$ cat src/rtl/uart_rx_buffer_pkg.sv
// Shared register map, STATUS bit layout and character constants for the
// UART receive buffer register block.
package uart_rx_buffer_pkg;

  localparam logic [31:0] DATA_OFS   = 32'h0;
  localparam logic [31:0] STATUS_OFS = 32'h4;
  localparam logic [31:0] CTRL_OFS   = 32'h8;

  localparam int VALID_BIT   = 8;
  localparam int EMPTY_BIT   = 16;
  localparam int FULL_BIT    = 17;
  localparam int OVF_BIT     = 18;
  localparam int LINECNT_LSB = 24;
  localparam int IRQ_EN_BIT  = 0;
  localparam int FLUSH_BIT   = 1;

  localparam logic [7:0] ASCII_LF = 8'h0A;

  typedef enum logic [1:0] {
    SEL_NONE,
    SEL_DATA,
    SEL_STATUS,
    SEL_CTRL
  } reg_sel_e;

  function automatic logic [31:0] status_word(input logic [8:0] count,
                                              input logic       empty,
                                              input logic       full,
                                              input logic       ovf,
                                              input logic [7:0] line_cnt);
    logic [31:0] w;
    w                      = '0;
    w[8:0]                 = count;
    w[EMPTY_BIT]           = empty;
    w[FULL_BIT]            = full;
    w[OVF_BIT]             = ovf;
    w[LINECNT_LSB +: 8]    = line_cnt;
    return w;
  endfunction

endpackage

$ cat src/rtl/uart_rx_fifo_core.sv
// Byte FIFO with push/pop/flush; a push into a full FIFO is accepted only
// when a pop frees a slot in the same cycle.
module uart_rx_fifo_core #(
  parameter  int unsigned DEPTH = 16,
  localparam int unsigned PTR_W = $clog2(DEPTH),
  localparam int unsigned CNT_W = PTR_W + 1
) (
  input  logic             clk_i,
  input  logic             reset_ni,
  input  logic             push_i,
  input  logic             pop_i,
  input  logic             flush_i,
  input  logic [7:0]       wdata_i,
  output logic [7:0]       head_o,
  output logic             full_o,
  output logic             empty_o,
  output logic [CNT_W-1:0] count_o,
  output logic             push_ok_o,
  output logic             pop_ok_o
);

  logic [7:0]       mem [DEPTH];
  logic [PTR_W-1:0] wr_ptr;
  logic [PTR_W-1:0] rd_ptr;
  logic [CNT_W-1:0] count;

  assign full_o    = (count == CNT_W'(DEPTH));
  assign empty_o   = (count == '0);
  assign pop_ok_o  = pop_i & ~empty_o;
  assign push_ok_o = push_i & ~flush_i & (~full_o | pop_ok_o);
  assign head_o    = mem[rd_ptr];
  assign count_o   = count;

  // NOTE: state registers use non-blocking (<=) so every flop samples pre-edge values.
  always_ff @(posedge clk_i or negedge reset_ni) begin
    if (!reset_ni) begin
      wr_ptr <= '0;
      rd_ptr <= '0;
      count  <= '0;
    end else if (flush_i) begin
      wr_ptr <= '0;
      rd_ptr <= '0;
      count  <= '0;
    end else begin
      if (push_ok_o) wr_ptr <= wr_ptr + PTR_W'(1);
      if (pop_ok_o)  rd_ptr <= rd_ptr + PTR_W'(1);
      case ({push_ok_o, pop_ok_o})
        2'b10:   count <= count + CNT_W'(1);
        2'b01:   count <= count - CNT_W'(1);
        default: ;
      endcase
    end
  end

  // NOTE: storage is deliberately not reset; count/pointers alone define validity.
  always_ff @(posedge clk_i) begin
    if (push_ok_o) mem[wr_ptr] <= wdata_i;
  end

endmodule

$ cat src/rtl/uart_rx_buffer_regs.sv
// Bus-mapped UART receive buffer: DATA/STATUS/CTRL registers, LF line counter
// and line-ready interrupt (present only when UART_RX_BUFFER_IRQ_EN is defined).
module uart_rx_buffer_regs
  import uart_rx_buffer_pkg::*;
#(
  parameter int unsigned DEPTH      = 16,
  parameter logic [31:0] BASE_ADDR  = 32'h0,
  parameter int unsigned ADDR_WIDTH = 32,
  parameter int unsigned DATA_WIDTH = 32
) (
  input  logic                  clk_i,
  input  logic                  reset_ni,
  input  logic [7:0]            rx_data_i,
  input  logic                  rx_valid_i,
  input  logic [ADDR_WIDTH-1:0] address_i,
  input  logic                  we_i,
  input  logic [DATA_WIDTH-1:0] data_i,
  output logic [DATA_WIDTH-1:0] data_o,
  output logic                  irq_o
);

  localparam int unsigned CNT_W = $clog2(DEPTH) + 1;
  localparam logic [ADDR_WIDTH-1:0] DATA_ADDR   = ADDR_WIDTH'(BASE_ADDR + DATA_OFS);
  localparam logic [ADDR_WIDTH-1:0] STATUS_ADDR = ADDR_WIDTH'(BASE_ADDR + STATUS_OFS);
  localparam logic [ADDR_WIDTH-1:0] CTRL_ADDR   = ADDR_WIDTH'(BASE_ADDR + CTRL_OFS);

  reg_sel_e         sel;
  logic             rx_valid_q;
  logic             data_rd_q;
  logic             data_rd;
  logic             push_req;
  logic             pop_req;
  logic             flush;
  logic             status_wr;
  logic             ctrl_wr;
  logic [7:0]       head;
  logic             full;
  logic             empty;
  logic [CNT_W-1:0] count;
  logic             push_ok;
  logic             pop_ok;
  logic             ovf;
  logic [7:0]       line_cnt;
  logic             lf_in;
  logic             lf_out;
  logic             line_dec_ok;
  logic             irq_en;
  logic [31:0]      pop_word;
  logic             unused_data_bits;

  // NOTE: every output of a combinational block gets a default first, so no latch is inferred.
  always_comb begin
    sel = SEL_NONE;
    if      (address_i == DATA_ADDR)   sel = SEL_DATA;
    else if (address_i == STATUS_ADDR) sel = SEL_STATUS;
    else if (address_i == CTRL_ADDR)   sel = SEL_CTRL;
  end

  // Push fires on the rising edge of rx_valid; pop on the first cycle of a DATA read.
  assign data_rd   = (sel == SEL_DATA) && !we_i;
  assign push_req  = rx_valid_i && !rx_valid_q;
  assign pop_req   = data_rd && !data_rd_q;
  assign status_wr = (sel == SEL_STATUS) && we_i;
  assign ctrl_wr   = (sel == SEL_CTRL) && we_i;
  assign flush     = ctrl_wr && data_i[FLUSH_BIT];
  assign unused_data_bits = ^data_i;

  always_ff @(posedge clk_i or negedge reset_ni) begin
    if (!reset_ni) begin
      rx_valid_q <= 1'b0;
      data_rd_q  <= 1'b0;
    end else begin
      rx_valid_q <= rx_valid_i;
      data_rd_q  <= data_rd;
    end
  end

  uart_rx_fifo_core #(.DEPTH(DEPTH)) u_fifo (
    .clk_i     (clk_i),
    .reset_ni  (reset_ni),
    .push_i    (push_req),
    .pop_i     (pop_req),
    .flush_i   (flush),
    .wdata_i   (rx_data_i),
    .head_o    (head),
    .full_o    (full),
    .empty_o   (empty),
    .count_o   (count),
    .push_ok_o (push_ok),
    .pop_ok_o  (pop_ok)
  );

  // A rejected push overflows only when it was not squashed by a flush.
  always_ff @(posedge clk_i or negedge reset_ni) begin
    if (!reset_ni)                                 ovf <= 1'b0;
    else if (push_req && !flush && !push_ok)       ovf <= 1'b1;
    else if (status_wr && data_i[OVF_BIT])         ovf <= 1'b0;
  end

  assign lf_in  = push_ok && (rx_data_i == ASCII_LF);
  assign lf_out = pop_ok && (head == ASCII_LF);
  // Once pinned at 255 the true line count is unknown; only trust a decrement
  // when the buffer could actually hold that many newlines.
  assign line_dec_ok = (line_cnt != 8'd0) &&
                       ((line_cnt != 8'hFF) || ({1'b0, line_cnt} <= 9'(count)));

  always_ff @(posedge clk_i or negedge reset_ni) begin
    if (!reset_ni) begin
      line_cnt <= 8'd0;
    end else if (flush) begin
      line_cnt <= 8'd0;
    end else if (lf_in && !lf_out) begin
      if (line_cnt != 8'hFF) line_cnt <= line_cnt + 8'd1;
    end else if (lf_out && !lf_in && line_dec_ok) begin
      line_cnt <= line_cnt - 8'd1;
    end
  end

`ifdef UART_RX_BUFFER_IRQ_EN
  always_ff @(posedge clk_i or negedge reset_ni) begin
    if (!reset_ni) begin
      irq_en <= 1'b0;
      irq_o  <= 1'b0;
    end else begin
      if (ctrl_wr) irq_en <= data_i[IRQ_EN_BIT];
      irq_o <= irq_en && (line_cnt != 8'd0);
    end
  end
`else
  assign irq_en = 1'b0;
  assign irq_o  = 1'b0;
`endif

  always_comb begin
    pop_word            = '0;
    pop_word[7:0]       = head;
    pop_word[VALID_BIT] = 1'b1;
  end

  // A held DATA address keeps the last popped word rather than re-reading.
  always_ff @(posedge clk_i or negedge reset_ni) begin
    if (!reset_ni) begin
      data_o <= '0;
    end else if (!we_i) begin
      case (sel)
        SEL_DATA:   if (pop_req) data_o <= pop_ok ? DATA_WIDTH'(pop_word) : '0;
        SEL_STATUS: data_o <= DATA_WIDTH'(status_word(9'(count), empty, full, ovf, line_cnt));
        SEL_CTRL:   data_o <= DATA_WIDTH'({31'b0, irq_en});
        default:    data_o <= '0;
      endcase
    end
  end

endmodule

$ cat config.mk
export PLATFORM = sky130hd
export DESIGN_NAME = uart_rx_buffer_regs
export DESIGN_NICKNAME = d
export VERILOG_FILES = /design/src/rtl/uart_rx_buffer_pkg.sv /design/src/rtl/uart_rx_fifo_core.sv /design/src/rtl/uart_rx_buffer_regs.sv
export SDC_FILE = /design/constraint.sdc
export NUM_CORES = 1
export LEC_CHECK = 0
export ABC_AREA = 1
export CORE_MARGIN = 3
export CORE_UTILIZATION = 40
export DETAILED_ROUTE_END_ITERATION = 8
export PLACE_DENSITY = 0.64
export SYNTH_ARGS = -nofsm -noshare
export SYNTH_HDL_FRONTEND = slang
export SYNTH_SLANG_ARGS = --single-unit
$ cat constraint.sdc
create_clock -name clk_i -period 7.75 [get_ports clk_i]
set_input_delay 0.775 -clock clk_i [delete_from_list [all_inputs] [get_ports clk_i]]
set_output_delay 0.775 -clock clk_i [all_outputs]
set_load 0.005 [all_outputs]
==> summary.md, run 1 <==
| Metric | Value |
|---|---|
| Run status | `finished, final reports clean` |
| PwrDens | `222.3 nW/µm²` |
| Synth Area in XOR/XNOR | `0.01083` |
| Root Driver | `clkbuf_16` |
| Flops & latches, synth | `between 150 and 200` |
| Synth area leaders | `edfxtp_1 48%, dfrtp_1 14%, nand2_1 10%, nor2_1 5.1%, nand3_1 3.0%` |
| Die area | `21960 µm²` |
| Fill cells | `1831` |
| Hold depth | `2` |
| Portion of netlist area occupied by mux cells | `0` |
| Compound-Gate Fraction of Synth Area | `0.05586` |
| Vias in the first global route | `~5500` |
| Initial DRC count | `~480` |
| Worst skew pair latency | `0.42 ns` |
| # nets final | `approximately 960` |
| Grt total ovfl | `0` |
| Initial Utilization | `0.4114` |
| First-pass GRT wire length | `around 29 mm` |
| Setup tns final | `0 ns` |
| Worst setup path class | `reg2reg` |
| Final Util | `0.4784` |
| CP Max Fanout | `53` |
| Inst Count DP | `between 1000 and 1500` |
| Port Buffers | `65` |
| WL per Instance | `~16 µm` |
| Min Tclk post-route | `approximately 4.2 ns` |
| FP Rows | `a little over 50` |
| Die height | `about 150 µm` |
| DIE WIDTH | `between 100 and 150 µm` |
| Critical Path RT | `between 8 and 9 ns` |
| Diode count | `0` |
| Clock transition at path regs | `0.06 ns` |
| Core area | `between 15000 and 20000 µm²` |
| Final Wtd Congestion | `0.8143` |
| Synth Area in Adders | `0.02661` |
| Routed Antenna Nets | `0` |
| Worst Max-Slew Pin Slew | `0.9785 ns` |
| DRC viols | `0` |
| Pin count of the biggest net entering global routing | `60` |
| Slew Limit Fails | `0` |
| Slew headroom | `0.3477` |
| Main synth FF type | `edfxtp_1` |
| # Post-CTS Setup Buffers | `0` |
| HPWL after detailed placement | `between 10 and 15 mm` |
| R2r worst-path depth | `21` |
| Post-cts gate resize count | `0` |
| Post-synth top area share | `0.4753` |
| Total GRT Usage | `0.1699` |
| Period utilization | `0.5454` |
| Ys Warns | `0` |
| FMAX | `236.6 MHz` |
| Type of origin of the critical path | `register` |
| Share of cells above drive strength 1 | `0.06378` |
| Largest family of logic cells by synthesized area | `simple AND/OR/NAND/NOR gates` |
| Critical Path Sink Type | `register` |
| Hold Buf Count CTS | `0` |
| Leak | `between 0.003 and 0.004 µW` |
| Hold Fails Final Rpt | `0` |
| Inserted Clock Buffers | `17` |
| CTS sink cnt | `approximately 170` |
| Worst min path class | `reg2reg` |
| WL final | `between 15 and 20 mm` |
| Sequential fraction of the synthesis area | `0.6115` |
| Routed via count | `around 5700` |
| Ys async rst share | `0.2558` |
| Area leader, netlist | `edfxtp_1` |
| Final setup violation count | `0` |
| Drt via density | `~5` |
| Initial antenna violation count | `0` |
| Arr. time, crit path | `about 4.6 ns` |
| # IOs | `approximately 110` |
| Commonest non-fill, non-tap cell in the layout | `nand2_1` |
| Synth Area per Inst | `between 10 and 15 µm²` |
| RSZ-0062 raised after global routing | `no` |
| Number of synthesized flops with an enable pin | `around 130` |
| CTS tree | `done` |
| Max IR drop VDD | `0.1554 mV` |
| Count of cell types in the netlist | `between 40 and 50` |
| Area Growth Syn to Fin | `16.26%` |
| Post-Synthesis Cells | `806` |
| Clock skew | `between 0.01 and 0.015 ns` |
| CTS max path bufs | `2` |
| H-tree depth | `4` |
| Final Power | `around 2100 µW` |
| Simple-Gate Fraction of Synth Area | `0.2321` |
| First drt pass iteration count | `5` |
| Max cap viols | `0` |
| Most frequent cells in the layout | `217 x nand2_1, 128 x edfxtp_1, 110 x nor2_1, 64 x clkdlybuf4s50_1, 56 x inv_1` |
| Mapped Area | `slightly above 8000 µm²` |
| Final cell count without fillers | `1143` |
==> flip-flops by register name, indices dropped and copies added, names as in the netlist <==
| name | flops |
|---|---|
| u_fifo.mem | 128 |
| data_o | 20 |
| line_cnt | 8 |
| u_fifo.count_o | 5 |
| u_fifo.rd_ptr | 4 |
| u_fifo.wr_ptr | 4 |
| data_rd_q | 1 |
| ovf | 1 |
| rx_valid_q | 1 |
==> worst paths after layout <==
check,start,slack [ns],endpoint
setup / recovery,u_fifo.rd_ptr[0],3.52,line_cnt[7]
hold / removal,data_o[31],0.48,data_o[31]
setup reg to reg,u_fifo.rd_ptr[0],3.52,line_cnt[7]
hold reg to reg,data_o[31],0.48,data_o[31]
max in group asynchronous,reset_ni,6.57,u_fifo.rd_ptr[0]
min in group asynchronous,reset_ni,0.52,u_fifo.count_o[3]
==> critical path, stage by stage (launching register included) <==
cell and delay, ns:
dfrtp_2 0.56, inv_2 0.77, nand2_1 0.10, nand3_1 0.16, nand2_1 0.07, a21oi_1 0.22, nand2_1 0.08, nand2_1 0.09
inv_1 0.06, nor2_2 0.19, nand2_2 0.12, nand2_1 0.27, ha_1 0.34, a21oi_1 0.14, nand2_1 0.11, nand4_1 0.10
o211ai_1 0.14, xor2_1 0.18, nand3b_1 0.17, nand2_1 0.08, nand3_1 0.08, nand2_1 0.08
==> final cells by class <==
cell class	instances	area, µm²	area share
tap	265	331.6	0.03527
inverter	62	232.7	0.02475
timing repair buffer	67	660.6	0.07027
sequential	172	4946	0.5261
multi-input combinational	545	2680	0.2851
clock buffer	19	432.9	0.04605
clock inverter	13	117.6	0.01251
==> stage by stage <==
step | area [µm²] | worst slack [ns] | hold slack, ns
4_1_cts | 9402 | 3.519 | 0.4888
3_5_place_dp | 8851 | 3.349 | 0.4736
2_1_floorplan | 8132 | 4.485 | 0.4635
5_1_grt | 9402 | 3.109 | 0.5139
3_3_place_gp | 8851 | 3.463 | 0.4693
6_report | 9402 | 3.523 | 0.4828
==> logic make-up after synthesis <==
family / Yosys count
buf+inv: 101
other cells: 1
xor+xnor: 10
flops: 172
fa+ha+maj: 16
compound gates: 79
simple gates: 427
==> cell usage after synthesis (5+ instances only) <==
master,count
nor2_1,110
nor3_1,7
nand2_1,217
inv_1,56
xnor2_1,5
buf_2,11
a21oi_1,21
o22ai_1,5
buf_4,18
nand3_1,49
clkbuf_1,5
edfxtp_1,128
xor2_1,5
ha_1,14
nand4_1,15
nand3_2,7
o211ai_1,9
dfrtp_1,44
o21ai_0,35
==> power by group <==
group / internal (µW) / switching, µW / leakage, µW / total, µW
Combinational: 78.6 / 140 / 0.00168 / 219
Clock: 444 / 352 / 0.000260 / 796
Sequential: 1050 / 26.9 / 0.00174 / 1070
Total: 1570 / 520 / 0.00368 / 2090
==> metal layers <==
metal / share of wire / global-route usage
met2: 0.47 / 0.2704
met3: 0.061 / 0.03504
met4: 0.026 / 0.06005
met1: 0.44 / 0.2331
met5: 0 / 0
(Power assumes the default switching activity.)
==> inputs of run 2 (changes only) <==
==> constraint.sdc (replaced) <==
create_clock -name clk_i -period 4.2 [get_ports clk_i]
set_input_delay 0.42 -clock clk_i [delete_from_list [all_inputs] [get_ports clk_i]]
set_output_delay 0.42 -clock clk_i [all_outputs]
set_load 0.005 [all_outputs]
==> run 2 against run 1 <==
Against the previous run:
- non-clock buffer count rose by 26
- register-to-register slack worse by 2.9 ns
- critical path type unchanged
- clock power up 96%
- worst setup slack worse by 2.9 ns
- critical endpoint is now line_cnt[6]
- sequential power up 85%
- largest power group unchanged
- via count up 1.6%
==> summary.md, run 2 (same netlist as run 1, synthesis figures left out) <==
| Metric | Value |
|---|---|
| Top sig layer | `met4` |
| HPWL after detailed placement | `12.17 mm (+1.7%)` |
| Setup tns final | `0 ns (unchanged)` |
| Diode count | `0 (unchanged)` |
| Metal3 WL | `1.148 mm (+2.6%)` |
| Arr. time, crit path | `3.91 ns (-0.67 ns)` |
| H-tree depth | `4 (unchanged)` |
| PwrDens | `410.7 nW/µm² (+85%)` |
| Initial DRC count | `467 (-2.1%)` |
| Area Growth Syn to Fin | `19.40%` |
| CTS tree | `done` |
| Critical Path Slowest Stage Cell | `dfrtp_1` |
| CP delay by family, top | `simple AND/OR/NAND/NOR gates` |
| Period utilization | `0.8565 (+0.3111)` |
| WL per Instance | `15.82 µm (-1.1%)` |
| Clock transition at path regs | `0.07 ns (about the same)` |
| Core area | `19650 µm² (unchanged)` |
| Met2 WL | `8.708 mm (+1.7%)` |
| DIE WIDTH | `148.2 µm (unchanged)` |
| Slew Limit Fails | `0 (unchanged)` |
| Final setup violation count | `0 (unchanged)` |
| CP most frequent cell | `nand2_1` |
| Vias in the first global route | `5490 (+0.53%)` |
| CP peak stage delay | `0.43 ns (-0.34 ns)` |
| Worst skew pair latency | `0.42 ns (about the same)` |
| First drt pass iteration count | `5 (unchanged)` |
| First-pass GRT wire length | `29.04 mm (-0.68%)` |
| Critical Path RT | `4.51 ns (-3.60 ns)` |
| Run status | `finished, final reports clean` |
| WP buf/inv | `2 (unchanged)` |
| Met1 wire length | `8.223 mm (+1.0%)` |
| Initial antenna violation count | `0 (unchanged)` |
| Type of origin of the critical path | `register` |
| Die area | `21960 µm² (unchanged)` |
| Worst Max-Slew Pin Slew | `0.9714 ns (-0.007086 ns)` |
| Commonest non-fill, non-tap cell in the layout | `nand2_1` |
| RSZ-0062 raised after global routing | `no` |
| Initial Utilization | `0.4114 (unchanged)` |
| Share of cells above drive strength 1 | `0.09413 (+0.03035)` |
| Biggest register | `u_fifo.mem` |
| Routed Antenna Nets | `0 (unchanged)` |
| Total GRT Usage | `0.1697 (-0.0002276)` |
| Hold Buf Count CTS | `0 (unchanged)` |
| Final Util | `0.4913 (+0.01292)` |
| Worst path cell trace | `inv_2, o21ai_0, o211ai_1, nand2_1, nand2_1, nand2_1, nor2_4, nand2_2, nand2_1, inv_1, fa_1, o21ai_0, nand2_1, nand2_1, a21oi_1, xnor2_1, nand3_1, nand2_1` |
| CTS max path bufs | `2 (unchanged)` |
| # nets final | `983 (+2.7%)` |
| Clock skew | `0.009954 ns (-0.0002345 ns)` |
| FMAX | `278.0 MHz (+18%)` |
| Routed via count | `5799 (+1.6%)` |
| FF+latch area | `4946 µm² (unchanged)` |
| # IOs | `109 (unchanged)` |
| CP Max Fanout | `28 (-47%)` |
| Multi-input gate area | `2680 µm² (unchanged)` |
| Fill cells | `1785 (-2.5%)` |
| Grt total ovfl | `0 (unchanged)` |
| Worst min path class | `in2async` |
| WL final | `18.48 mm (+1.0%)` |
| FP Rows | `51 (unchanged)` |
| Min Tclk post-route | `3.597 ns (-0.6299 ns)` |
| Inserted Clock Buffers | `17 (unchanged)` |
| Slew headroom | `0.3524 (+0.004725)` |
| Die height | `148.2 µm (unchanged)` |
| # Post-CTS Setup Buffers | `0 (unchanged)` |
| Pin count of the biggest net entering global routing | `78 (+30%)` |
| Largest register FFs | `128 (unchanged)` |
| Final Wtd Congestion | `0.8123 (-0.25%)` |
| Post-cts gate resize count | `0 (unchanged)` |
| Critical Path Sink Type | `register` |
| Max cap viols | `0 (unchanged)` |
| Root Driver | `clkbuf_16` |
| Leak | `0.003848 µW (+4.6%)` |
| Worst setup path class | `reg2reg` |
| CTS sink cnt | `172 (unchanged)` |
| Most frequent cells in the layout | `217 x nand2_1, 128 x edfxtp_1, 110 x nor2_1, 64 x clkdlybuf4s50_1, 56 x inv_1` |
| Hold Fails Final Rpt | `0 (unchanged)` |
| Drt via density | `4.965 (-0.60%)` |
| DRC viols | `0 (unchanged)` |
| Max IR drop VDD | `0.2982 mV (+92%)` |
| Port Buffers | `65 (unchanged)` |
| Biggest regs | `u_fifo.mem: 128 flops, data_o: 20 flops, line_cnt: 8 flops` |
## run 2: changes by cell type in the layout (fill, tap and decap cells not counted)
cell,change
buf_4,+24
buf_12,+2
clkbuf_1,-2
clkinv_1,-2
clkinvlp_4,-2
bufinv_16,+1
clkinv_2,+1
clkinv_4,+1
inv_6,+1
inv_8,+1
## run 2: path summary, 6_finish.rpt
| path | slack (ns) | to | cells past startpoint | startpoint |
|---|---|---|---|---|
| max | 0.60 | line_cnt[6] | 18 | u_fifo.rd_ptr[1] |
| min | 0.15 | data_o[16] | 1 | reset_ni |
| max reg2reg | 0.60 | line_cnt[6] | 18 | u_fifo.rd_ptr[1] |
| min reg2reg | 0.49 | data_o[26] | 2 | data_o[26] |
| max in group asynchronous | 3.38 | u_fifo.rd_ptr[0] | 1 | reset_ni |
| min in group clk_i | 0.49 | data_o[26] | 2 | data_o[26] |
## run 2: power breakdown
part | leakage [µW] | internal (µW) | switching, µW
combinational | 0.00182 | 160 | 263
sequential | 0.00174 | 1930 | 50.0
clock | 0.000287 | 887 | 675
total | 0.00385 | 2980 | 988
## run 2: metal layers
| layer | track usage | vias up |
|---|---|---|
| li1 | - | 2852 |
| met1 | 0.2357 | 2745 |
| met2 | 0.2651 | 174 |
| met3 | 0.03778 | 28 |
| met4 | 0.05912 | 0 |
| met5 | 0 | - |
## run 2: area by class of cell
class                      count  share of cell area
clock buffer                  17             0.04406
clock inverter                14             0.01646
inverter                      62             0.02410
timing repair buffer          93             0.09123
sequential                   172              0.5122
multi-input combinational    545              0.2776
tap                          265             0.03434
## run 2: worst reg2reg max path, delay by kind of cell (launching register included)
kind	cells	cell delay [ns]
buffers and inverters	2	0.50
adders and majority gates	1	0.42
AOI/OAI and AO/OA	4	0.85
DFF	1	0.43
xor gates and xnor gates	1	0.12
and+or+nand+nor	10	1.20
## run 2: per-stage QoR
step	hold WS (ns)	setup WS, ns	area [µm²]	power, µW	cells
2_1_floorplan	0.1244	1.288	8132	2271	818
3_3_place_gp	0.4662	0.4344	9071	2425	1137
3_5_place_dp	0.4760	0.3458	9071	2438	1137
4_1_cts	0.1871	0.5409	9656	3991	1168
5_1_grt	0.2298	0.1414	9656	4115	1168
6_report	0.1532	0.6027	9656	3966	1168
==> inputs of run 3 (changes only) <==
--- a/config.mk
+++ b/config.mk
@@ -8,6 +8,7 @@
 export ABC_AREA = 1
 export CORE_MARGIN = 3
 export CORE_UTILIZATION = 40
+export CTS_CLUSTER_DIAMETER = 50
 export DETAILED_ROUTE_END_ITERATION = 8
 export PLACE_DENSITY = 0.64
 export SYNTH_ARGS = -nofsm -noshare
==> results of run 3 <==
Same layout as run 2: the final DEF is identical, and so are final timing and power.
